--- src/rtl/fb_port_arbiter.sv ---
// Framebuffer single-port RAM arbiter: buffered pixel writes versus display reads.
// Reads win by default; a pending write is forced through after STARVE_MAX denials.
module fb_port_arbiter #(
   parameter int unsigned ADDR_W      = 19,
   parameter int unsigned DATA_W      = 3,
   parameter int unsigned WIDTH       = 640,
   parameter int unsigned HEIGHT      = 480,
   parameter int unsigned WFIFO_DEPTH = 4,
   parameter int unsigned RD_LAT      = 2,
   parameter int unsigned STARVE_MAX  = 8
) (
   input  logic              clk,
   input  logic              rst,
   input  logic              px_valid,
   input  logic [DATA_W-1:0] px_data,
   output logic              px_ready,
   input  logic              frame_restart,
   output logic              frame_done,
   output logic              overflow,
   input  logic              rd_req,
   input  logic [ADDR_W-1:0] rd_addr,
   output logic              rd_gnt,
   output logic              rd_rvalid,
   output logic [DATA_W-1:0] rd_rdata,
   output logic [ADDR_W-1:0] ram_addr,
   output logic [DATA_W-1:0] ram_wdata,
   output logic              ram_wren,
   input  logic [DATA_W-1:0] ram_q
);

   localparam int unsigned FB_WORDS = WIDTH * HEIGHT;
   localparam int unsigned PTR_W    = $clog2(WFIFO_DEPTH);
   localparam int unsigned CNT_W    = $clog2(WFIFO_DEPTH + 1);
   localparam int unsigned ST_W     = $clog2(STARVE_MAX + 1);
   localparam logic [ADDR_W-1:0] LAST_ADDR = ADDR_W'(FB_WORDS - 1);

   logic [ADDR_W-1:0] fifo_addr_q [WFIFO_DEPTH];
   logic [ADDR_W-1:0] fifo_addr_d [WFIFO_DEPTH];
   logic [DATA_W-1:0] fifo_data_q [WFIFO_DEPTH];
   logic [DATA_W-1:0] fifo_data_d [WFIFO_DEPTH];
   logic [PTR_W-1:0]  wptr_q, wptr_d, rptr_q, rptr_d;
   logic [CNT_W-1:0]  cnt_q, cnt_d;
   logic [ADDR_W-1:0] wp_q, wp_d;
   logic [ST_W-1:0]   starve_q, starve_d;
   logic [RD_LAT-1:0] rv_pipe_q, rv_pipe_d;
   logic              frame_done_q, frame_done_d;
   logic              overflow_q, overflow_d;

   logic fifo_empty, fifo_full, rd_gnt_c, wr_gnt_c, push;

   // Grants are suppressed while rst is high so nothing reaches the RAM mid-reset.
   always_comb begin
      fifo_empty = (cnt_q == '0);
      fifo_full  = (cnt_q == CNT_W'(WFIFO_DEPTH));
      rd_gnt_c   = ~rst & rd_req & (fifo_empty | (starve_q < ST_W'(STARVE_MAX)));
      wr_gnt_c   = ~rst & ~rd_gnt_c & ~fifo_empty;
      push       = px_valid & ~fifo_full;
   end

   always_comb begin
      fifo_addr_d  = fifo_addr_q;
      fifo_data_d  = fifo_data_q;
      wptr_d       = wptr_q;
      rptr_d       = rptr_q;
      cnt_d        = cnt_q;
      wp_d         = wp_q;
      starve_d     = starve_q;
      rv_pipe_d    = RD_LAT'({rv_pipe_q, rd_gnt_c});
      frame_done_d = push & (wp_q == LAST_ADDR);
      overflow_d   = overflow_q | (px_valid & fifo_full);

      if (push) begin
         fifo_addr_d[wptr_q] = wp_q;
         fifo_data_d[wptr_q] = px_data;
         wptr_d              = wptr_q + 1'b1;
      end
      if (wr_gnt_c) begin
         rptr_d = rptr_q + 1'b1;
      end
      case ({push, wr_gnt_c})
         2'b10:   cnt_d = cnt_q + CNT_W'(1);
         2'b01:   cnt_d = cnt_q - CNT_W'(1);
         default: cnt_d = cnt_q;
      endcase

      // Restart wins over increment; a same-cycle push has already used the old wp.
      if (frame_restart) begin
         wp_d = '0;
      end else if (push) begin
         wp_d = (wp_q == LAST_ADDR) ? '0 : wp_q + 1'b1;
      end

      if (fifo_empty || wr_gnt_c) begin
         starve_d = '0;
      end else if (starve_q < ST_W'(STARVE_MAX)) begin
         starve_d = starve_q + 1'b1;
      end
   end

   always_ff @(posedge clk) begin
      if (rst) begin
         wptr_q       <= '0;
         rptr_q       <= '0;
         cnt_q        <= '0;
         wp_q         <= '0;
         starve_q     <= '0;
         rv_pipe_q    <= '0;
         frame_done_q <= 1'b0;
         overflow_q   <= 1'b0;
      end else begin
         wptr_q       <= wptr_d;
         rptr_q       <= rptr_d;
         cnt_q        <= cnt_d;
         wp_q         <= wp_d;
         starve_q     <= starve_d;
         rv_pipe_q    <= rv_pipe_d;
         frame_done_q <= frame_done_d;
         overflow_q   <= overflow_d;
      end
   end

   // Entry storage needs no reset: occupancy alone decides what is valid.
   always_ff @(posedge clk) begin
      fifo_addr_q <= fifo_addr_d;
      fifo_data_q <= fifo_data_d;
   end

   always_comb begin
      px_ready   = ~fifo_full;
      frame_done = frame_done_q;
      overflow   = overflow_q;
      rd_gnt     = rd_gnt_c;
      ram_wren   = wr_gnt_c;
      ram_addr   = '0;
      ram_wdata  = '0;
      if (rd_gnt_c) begin
         ram_addr = rd_addr;
      end else if (wr_gnt_c) begin
         ram_addr  = fifo_addr_q[rptr_q];
         ram_wdata = fifo_data_q[rptr_q];
      end
      rd_rvalid = rv_pipe_q[RD_LAT-1] & ~rst;
      rd_rdata  = rd_rvalid ? ram_q : '0;
   end

endmodule

--- config.mk ---
export PLATFORM = sky130hd
export DESIGN_NAME = fb_port_arbiter
export DESIGN_NICKNAME = d
export VERILOG_FILES = /design/src/rtl/fb_port_arbiter.sv
export SDC_FILE = /design/constraint.sdc
export NUM_CORES = 1
export LEC_CHECK = 0
export ABC_AREA = 1
export CAP_MARGIN = 20
export CELL_PAD_IN_SITES_DETAIL_PLACEMENT = 1
export CELL_PAD_IN_SITES_GLOBAL_PLACEMENT = 1
export CORE_UTILIZATION = 25
export CTS_CLUSTER_DIAMETER = 40
export DETAILED_ROUTE_END_ITERATION = 8
export PLACE_DENSITY = 0.47
export SLEW_MARGIN = 20
export SYNTH_ARGS = -nofsm -noshare
export SYNTH_HDL_FRONTEND = slang
export SYNTH_SLANG_ARGS = --single-unit
--- constraint.sdc ---
create_clock -name clk -period 6.5 [get_ports clk]
set_input_delay 1.3 -clock clk [delete_from_list [all_inputs] [get_ports clk]]
set_output_delay 1.3 -clock clk [all_outputs]
set_load 0.05 [all_outputs]
* After elaboration in Yosys (flattened, before gate mapping)
Cells that the tools add are included.
Cells by class: reduce and logical (&&, ||, !) cells 6, add/subtract/negate cells 6, magnitude comparators 4, bitwise operators 16, muxes and demuxes 19, eq/ne operators 4
Operator list (number):
- 19-bit 2-to-1 mux | 6
- 76-bit bitwise mux | 1
- 19-bit binary-select mux with 2-bit select | 1
- 19-bit demux with 2-bit select | 1
- 19-bit by 1-bit adder with 19-bit output, second input constant | 1
- 19-bit equality test, second input constant | 1
- 3-bit 2-to-1 mux | 6
- 12-bit bitwise mux | 1
- 1-bit AND | 8
- 3-bit binary-select mux with 2-bit select | 1
- 3-bit demux with 2-bit select | 1
- 3-bit greater-or-equal comparator, second input constant | 2
- 2-bit NOT with 3-bit output | 2
- 3-bit case mux with 2 select lines | 1
- 2-bit by 1-bit adder with 2-bit output, second input constant | 2
- 4-bit by 1-bit adder with 4-bit output, second input constant | 1
- 4-bit < comparator, second input constant | 1
- 1-bit NOT | 4
- 2-bit OR reduction | 2
- 3-bit by 1-bit adder with 3-bit output, second input constant | 1
- 3-bit equality test, second input constant | 1
- 3-bit zero test | 1
- 3-bit by 1-bit < comparator with 1-bit output, second input constant | 1
- 3-bit by 1-bit subtractor with 3-bit output, second input constant | 1
- other kinds (6) | 7
Word-level totals: word-level logic and storage cells 71, output and inout port bits 31, register bits after elaboration 122, input port bits 30

* Logic depth before layout (Yosys ltp)
Gate-level depths: netlist of run 1.
depth after elaboration 8, depth in mapped cells 13, gate-level depth less buffers 13

* Worst setup path after synthesis of run 1
No wires, ideal clock.
path type input-to-output, start point input port rst, end point output port ram_addr[0], stages on the path 5, buffers on the path 1, arrival 2.924 ns, slack 2.276 ns, data required time 5.200 ns, cells stage by stage clkbuf_1 > nor2_1 > nand2_2 > nand3_4 > o21ai_0
On the way: longest elaborated chain between the ends 8
RTL lines:
- start: declaration | RTL line 13 | input logic rst,
- 1-bit NOT (*) | RTL line 55, 56
- 1-bit AND (2 in a row) | RTL line 55 | rd_gnt_c = ~rst & rd_req & (fifo_empty | (starve_q < ST_W'(STARVE_MAX)));
- 1-bit NOT | RTL line 56 | wr_gnt_c = ~rst & ~rd_gnt_c & ~fifo_empty;
- 1-bit AND (2 in a row) | RTL line 56
- 19-bit 2-to-1 mux | RTL line 138 | end else if (wr_gnt_c) begin
- 19-bit 2-to-1 mux (*) | RTL line 136 | if (rd_gnt_c) begin
- end: declaration | RTL line 25 | output logic [ADDR_W-1:0] ram_addr,
Mark *: on every way between the ends. The rest lies on a longest branch, timed or not.

* Final worst setup path of run 1
start point input port rst, end point output port ram_addr[8]
The elaborated chain is that of the path after synthesis.

==> Flow_metrics.wiki, run 1 <==
{| class="wikitable"
! Metric !! Value
|-
| Sort of element at the end of the critical path || output pin
|-
| Ratio of routed vias to standard cells || 4.47
|-
| Resized Gates After CTS || 0
|-
| Top FF cell, synth || sky130_fd_sc_hd__edfxtp_1
|-
| Number of setup violations in the final report || 0
|-
| Pwr per Cell Area || 326 mW/mm²
|-
| # clock sinks || 122
|-
| Final Core Density || 0.328
|-
| Mean Syn Cell Area || 10.3 µm²
|-
| Top fanout value on the critical path || 21
|-
| Mean routed wirelength per cell || 16.8 µm
|-
| Register clock-pin slew on the reported worst setup and hold paths || 50 ps
|-
| Standard-cell row count || 52
|-
| Hold violation count in the final report || 0
|-
| Cell variety after synth || 31
|-
| Nature of the critical path startpoint || input pin
|-
| Fill count || 2295
|-
| Total number of vias || 3832
|-
| Unrepaired setup endpoints after global routing || no
|-
| Final setup TNS || 0 ps
|-
| Post-synthesis instance area || 0.00530 mm²
|-
| Result of the run || completed
|-
| Sum of routed wire length over all layers || 14.4 mm
|-
| Number of antenna violations at the first check in global routing || 0
|-
| Leakage power figure || 2.35 nW
|-
| Required time at the worst-slack endpoint || 5200 ps
|-
| Fraction of registers with async set or reset after synthesis || 0
|-
| Total Die Area || 0.0218 mm²
|-
| Overall Power || 0.00219 W
|-
| Worst path cell trace || clkdlybuf4s50_1 -> nor2_1 -> nand2_2 -> inv_1 -> nand2_1 -> o21ai_1 -> clkdlybuf4s50_1
|-
| Number of max-cap violations || 0
|-
| Hold Crit Class || reg2reg
|-
| Pin count of the biggest net entering global routing || 46
|-
| Synth Warn # || 0
|-
| Growth of design area from synthesis to finish || 26.8%
|-
| IO buf count || 60
|-
| Wire length of the first global-routing pass || 23.1 mm
|-
| Top cells by count, synth || 91 x sky130_fd_sc_hd__nor2_1, 88 x sky130_fd_sc_hd__edfxtp_1, 64 x sky130_fd_sc_hd__nand2_1
|-
| Post-CTS Setup Repair Bufs || 0
|-
| Weighted congestion reported at the end of routability-driven placement || 0.715
|-
| Max Freq || 194 MHz
|-
| Half-perimeter wire length after placement || 9.05 mm
|-
| Final Slew Violations || 0
|-
| Residual DRC || 0
|-
| Total core area || 0.0205 mm²
|-
| Clock insertion delay at the later pin of the skew report || 410 ps
|-
| Number of register bits inferred by synthesis || 122
|-
| Portion of synthesized cell area occupied by the leading cell type || 0.499
|-
| Crit share post-route || 0.792
|-
| Worst IR drop on VDD || 0.000183 V
|-
| Final setup skew || 5.25 ps
|-
| Leading area contributor after synthesis || sky130_fd_sc_hd__edfxtp_1
|-
| Hold bufs inserted after CTS || 0
|-
| CP arrival || 3850 ps
|-
| Fraction of final layout cells sized beyond drive strength 1 || 0.0801
|-
| 1st-iter DRT viols || 131
|-
| Iteration count of the initial detailed-routing pass || 4
|-
| Critical path's most frequent cell || sky130_fd_sc_hd__clkdlybuf4s50_1
|-
| Worst-Margin Slew || 959 ps
|-
| Gate count after technology mapping || 513
|-
| Max-slew headroom || 0.360
|-
| Number of nets with antenna violations after routing || 0
|-
| Overall fraction of global-route tracks in use || 0.142
|-
| Category of the most critical setup path || in2out
|-
| Max clock buf depth || 2
|-
| Diodes inserted || 0
|-
| Effective utilization at floorplan || 0.258
|-
| Worst hold slack across all endpoints || 402 ps
|-
| Total clock buffers created by CTS || 17
|-
| Ranking of synthesized cells by area || sky130_fd_sc_hd__edfxtp_1 50%, sky130_fd_sc_hd__dfxtp_1 13%, sky130_fd_sc_hd__nor2_1 6.4%, sky130_fd_sc_hd__o21ai_0 5.0%, sky130_fd_sc_hd__nand2_1 4.5%
|-
| Area taken by flip-flops and latches || 0.00332 mm²
|-
| Post-synthesis sequential area ratio || 0.627
|-
| Count of H-tree levels built during CTS || 4
|-
| Largest stage delay on the critical path || 830 ps
|-
| Minimum clock period || 5150 ps
|-
| Die H || 148 µm
|-
| Most frequent cell after synthesis || sky130_fd_sc_hd__nor2_1
|-
| Net count after synthesis || 551
|-
| CP max-delay cell || sky130_fd_sc_hd__clkdlybuf4s50_1
|-
| Multi-input logic area || 0.00173 mm²
|-
| Die Span X || 148 µm
|-
| Residual overflow from global routing || 0
|-
| Clock root buffer || sky130_fd_sc_hd__clkbuf_16
|-
| Net count, final || 613
|-
| Number of global-route vias before repair || 4141
|-
| Clock tree from TritonCTS || done
|-
| Count of pins on the block boundary || 61
|-
| Number of enable-type register cells in the synthesized netlist || 88
|}
[state kept, by name, summed over array words and instances, names as in the netlist]
signal and cells:
starve_q 4, fifo_addr_q 76, wptr_q 2, frame_done 1, fifo_data_q 12, rv_pipe_q 2
overflow 1, cnt_q 3, rptr_q 2, wp_q 19
[worst max-delay path, delay by kind of cell]
family | cells | cell delay (ps)
AO/OA/AOI/OAI | 1 | 110
buffers and inverters | 3 | 2000
AND/OR/NAND/NOR | 3 | 410
[layer usage]
metal / vias up / GRT usage / wire length, µm
met5: - / 0 / 0
met2: 55 / 0.238 / 7000
met3: 12 / 0.0349 / 404
li1: 1886 / - / -
met1: 1879 / 0.177 / 6810
met4: 0 / 0.0495 / 157
[layout make-up]
type / instances / area share
Tap cell: 270 / 0.0503
Clock buffer: 19 / 0.0645
Inverter: 44 / 0.0246
Multi-Input combinational cell: 327 / 0.257
Sequential cell: 122 / 0.495
Clock inverter: 12 / 0.0160
Timing Repair Buffer: 63 / 0.0928
[metrics by stage]
| stage | instances | cell area [µm²] | setup WS (ps) |
|---|---|---|---|
| 6_report | 857 | 6720 | 1350 |
| 5_1_grt | 857 | 6720 | 1040 |
| 4_1_cts | 857 | 6720 | 1220 |
| 3_5_place_dp | 826 | 6170 | 1220 |
| 3_3_place_gp | 826 | 6170 | 1290 |
| 2_1_floorplan | 513 | 5300 | 2280 |
[placed cells by master (no fill, tap or decap), types with 19 or more instances in the layout]
master / netlist / routed
sky130_fd_sc_hd__a21oi_1: 19 / 19
sky130_fd_sc_hd__clkdlybuf4s50_1: 0 / 60
sky130_fd_sc_hd__dfxtp_1: 34 / 34
sky130_fd_sc_hd__edfxtp_1: 88 / 88
sky130_fd_sc_hd__inv_1: 43 / 43
sky130_fd_sc_hd__nand2_1: 64 / 64
sky130_fd_sc_hd__nor2_1: 91 / 87
sky130_fd_sc_hd__o21ai_0: 53 / 53
sky130_fd_sc_hd__o22a_1: 19 / 19
[worst paths after layout]
path	from	endpoint	slack, ps	cells past startpoint
setup / recovery	rst	ram_addr[8]	1350	7
hold / removal	rv_pipe_q[0]$_SDFF_PP0_	rv_pipe_q[1]$_SDFF_PP0_	400	2
setup reg to reg	cnt_q[2]$_SDFFE_PP0P_	cnt_q[2]$_SDFFE_PP0P_	3920	13
hold reg to reg	rv_pipe_q[0]$_SDFF_PP0_	rv_pipe_q[1]$_SDFF_PP0_	400	2
[report_power, final]
group          total, W  switching, W  internal (W)
registers      0.000892     0.0000167      0.000876
logic          0.000418      0.000285      0.000133
clock network  0.000878      0.000326      0.000551
total           0.00219      0.000628       0.00156
[cell families after synthesis]
| kind of cell | Yosys count | share of synthesized area |
|---|---|---|
| buf+inv | 64 | 0.0524 |
| fa+ha+maj | 8 | 0.0203 |
| compound gates | 110 | 0.118 |
| simple gates | 199 | 0.165 |
| flops | 122 | 0.627 |
| xor+xnor | 10 | 0.0165 |
(Power assumes the default switching activity.)
==> run 2: changes to the inputs <==
clock period = 5.1 ns   (was 6.5 ns; I/O delays follow)
==> run 2 against run 1 <==
Count of clock-buffer cells in the layout fell by 2; via count rose by 0.70%; sequential cell count did not move; first-iteration DRC count fell by 11%; total power rose by 30%; critical path depth fell by 2; critical path type unchanged.
==> Flow_metrics.wiki, run 2 (synthesis gave the netlist of run 1 again) <==
{| class="wikitable"
! Metric !! Value
|-
| Result of the run || completed (unchanged)
|-
| Critical path's most frequent cell || sky130_fd_sc_hd__clkdlybuf4s50_1 (unchanged)
|-
| Pwr per Cell Area || 421 mW/mm² (was 326 mW/mm²)
|-
| Total core area || 0.0205 mm² (unchanged)
|-
| Clock network fraction of design power || 0.415 (was 0.401)
|-
| Minimum clock period || 4420 ps
|-
| Clock tree from TritonCTS || done (unchanged)
|-
| Hold violation count in the final report || 0 (unchanged)
|-
| Critical path launch point || rst (unchanged)
|-
| Weighted congestion reported at the end of routability-driven placement || 0.722 (was 0.715)
|-
| Standard-cell row count || 52 (unchanged)
|-
| Wire length of the first global-routing pass || 22.4 mm (was 23.1 mm)
|-
| Mean routed wirelength per cell || 16.6 µm (was 16.8 µm)
|-
| Final setup skew || 9.75 ps (was 5.25 ps)
|-
| Clock root buffer || sky130_fd_sc_hd__clkbuf_16 (unchanged)
|-
| Category of the most critical setup path || in2out (unchanged)
|-
| Hold_sp || rv_pipe_q[0]$_SDFF_PP0_ (unchanged)
|-
| Total clock buffers created by CTS || 17 (unchanged)
|-
| Worst-Margin Slew || 874 ps (was 959 ps)
|-
| Growth of design area from synthesis to finish || 27.9% (was 26.8%)
|-
| Residual DRC || 0 (unchanged)
|-
| Resized Gates After CTS || 0 (unchanged)
|-
| Non-filler instance count after layout || 859 (was 857)
|-
| CP arrival || 3400 ps (was 3850 ps)
|-
| Largest registers || fifo_addr_q x76, wp_q x19, fifo_data_q x12 (unchanged)
|-
| Fraction of power consumed by sequential logic || 0.399 (was 0.408)
|-
| IO buf count || 60 (unchanged)
|-
| Beginning of the worst register-to-register path || cnt_q[2]$_SDFFE_PP0P_ (unchanged)
|-
| Die H || 148 µm (unchanged)
|-
| Max-slew headroom || 0.416 (was 0.360)
|-
| Hold Crit Class || reg2reg (unchanged)
|-
| Sum of routed wire length over all layers || 14.3 mm (was 14.4 mm)
|-
| Half-perimeter wire length after placement || 9.20 mm (was 9.05 mm)
|-
| Final setup TNS || 0 ps (unchanged)
|-
| Worst path cell trace || clkdlybuf4s50_1 -> inv_1 -> nand3_4 -> o21ai_1 -> clkdlybuf4s50_1 (was clkdlybuf4s50_1 -> nor2_1 -> nand2_2 -> inv_1 -> nand2_1 -> o21ai_1 -> clkdlybuf4s50_1)
|-
| Number of instances in the placed design || 828 (was 826)
|-
| Net count, final || 615 (was 613)
|-
| Leakage power figure || 2.35 nW (about the same)
|-
| Residual overflow from global routing || 0 (unchanged)
|-
| Register with the highest flop count || fifo_addr_q (unchanged)
|-
| Overall fraction of global-route tracks in use || 0.139 (was 0.142)
|-
| # clock sinks || 122 (unchanged)
|-
| Total Die Area || 0.0218 mm² (unchanged)
|-
| Register clock-pin slew on the reported worst setup and hold paths || 60 ps (was 50 ps)
|-
| CP delay by family, top || buffers and inverters (unchanged)
|-
| Cell-internal power || 0.00204 W (was 0.00156 W)
|-
| Top fanout value on the critical path || 25 (was 21)
|-
| Crit share post-route || 0.868
|-
| Ratio of routed vias to standard cells || 4.49 (was 4.47)
|-
| Effective utilization at floorplan || 0.258 (unchanged)
|-
| Post-CTS Setup Repair Bufs || 0 (unchanged)
|-
| Count of pins on the block boundary || 61 (unchanged)
|-
| Fraction of power spent switching nets || 0.285 (was 0.287)
|-
| Hold bufs inserted after CTS || 0 (unchanged)
|-
| Net switching power || 0.000813 W (was 0.000628 W)
|-
| Count of H-tree levels built during CTS || 4 (unchanged)
|-
| Nature of the critical path startpoint || input pin (unchanged)
|-
| Iteration count of the initial detailed-routing pass || 4 (unchanged)
|-
| Part of the power in combinational logic || 0.185 (was 0.191)
|-
| R2R setup slack || 2510 ps (was 3920 ps)
|-
| Fill count || 2279 (was 2295)
|-
| Largest register FFs || 76 (unchanged)
|-
| Required time at the worst-slack endpoint || 4080 ps (was 5200 ps)
|-
| Buffers plus inverters on the worst setup path || 3 (unchanged)
|-
| CP max-delay cell || sky130_fd_sc_hd__clkdlybuf4s50_1 (unchanged)
|-
| Largest stage delay on the critical path || 840 ps (was 830 ps)
|-
| Worst IR drop on VDD || 0.000236 V (was 0.000183 V)
|-
| Diodes inserted || 0 (unchanged)
|-
| 1st-iter DRT viols || 117 (was 131)
|-
| Highest-count cells in the layout ignoring fill and taps || 88 x sky130_fd_sc_hd__edfxtp_1, 87 x sky130_fd_sc_hd__nor2_1, 64 x sky130_fd_sc_hd__nand2_1, 60 x sky130_fd_sc_hd__clkdlybuf4s50_1, 53 x sky130_fd_sc_hd__o21ai_0 (unchanged)
|-
| Final Slew Violations || 0 (unchanged)
|-
| Die Span X || 148 µm (unchanged)
|-
| Number of max-cap violations || 0 (unchanged)
|-
| Number of antenna violations at the first check in global routing || 0 (unchanged)
|-
| Unrepaired setup endpoints after global routing || no (unchanged)
|-
| Fraction of final layout cells sized beyond drive strength 1 || 0.0883 (was 0.0801)
|-
| Number of setup violations in the final report || 0 (unchanged)
|-
| Number of global-route vias before repair || 3953 (was 4141)
|-
| Sort of element at the end of the critical path || output pin (unchanged)
|-
| Max Freq || 226 MHz
|-
| Clock insertion delay at the later pin of the skew report || 420 ps (was 410 ps)
|-
| Pin count of the biggest net entering global routing || 47 (was 46)
|-
| Max clock buf depth || 2 (unchanged)
|-
| Commonest non-fill, non-tap cell in the layout || sky130_fd_sc_hd__edfxtp_1 (unchanged)
|-
| Total number of vias || 3859 (was 3832)
|-
| Number of nets with antenna violations after routing || 0 (unchanged)
|}
run 2: changes by cell type in the layout (fill, tap and decap cells not counted), sizes merged:
cell / delta
bufinv: +1
clkinv: -4
buf: +2
clkinvlp: +5
clkbuf: -2
run 2: tightest hold or removal path, cell delays in order, from the launching register on:
cell and delay [ps]:
sky130_fd_sc_hd__dfxtp_1 290, sky130_fd_sc_hd__inv_1 50, sky130_fd_sc_hd__nor2_1 30
run 2: path summary, 6_finish.rpt:
path	endpoint	cells after the start
worst max-delay path	ram_addr[3]	5
worst min-delay path	rv_pipe_q[1]$_SDFF_PP0_	2
worst max register to register	cnt_q[2]$_SDFFE_PP0P_	13
worst min register to register	rv_pipe_q[1]$_SDFF_PP0_	2
run 2: cell type report:
type	instances	area (µm²)	area share
Clock buffer	17	425	0.0628
Timing Repair Buffer	65	638	0.0942
Multi-Input combinational cell	327	1730	0.255
Tap cell	270	338	0.0499
Clock inverter	14	156	0.0231
Inverter	44	165	0.0244
Sequential cell	122	3320	0.491
run 2: metrics by stage:
step | hold slack, ps | setup WS, ps | util | power, W | area [µm²]
2_1_floorplan | 388 | 1440 | - | 0.00152 | 5300
3_3_place_gp | 398 | 592 | 0.302 | 0.00169 | 6190
3_5_place_dp | 409 | 591 | 0.302 | 0.00170 | 6190
4_1_cts | 417 | 568 | 0.330 | 0.00290 | 6770
5_1_grt | 446 | 514 | 0.330 | 0.00298 | 6770
6_report | 413 | 676 | 0.330 | 0.00285 | 6770
run 2: per-layer routing:
| metal | up-vias | share of wire | track usage | wire length [µm] |
|---|---|---|---|---|
| li1 | 1886 | - | - | - |
| met1 | 1900 | 0.48 | 0.178 | 6890 |
| met2 | 54 | 0.47 | 0.226 | 6750 |
| met3 | 19 | 0.027 | 0.0318 | 386 |
| met4 | 0 | 0.016 | 0.0567 | 233 |
| met5 | - | 0 | 0 | 0 |
run 2: power groups by stage:
stage          clock network, W  logic [W]  registers, W
6_report                0.00119   0.000528       0.00114
5_1_grt                 0.00126   0.000578       0.00115
4_1_cts                 0.00122   0.000545       0.00114
3_5_place_dp                  0   0.000543       0.00116
3_3_place_gp                  0   0.000533       0.00116
2_1_floorplan                 0   0.000360       0.00116
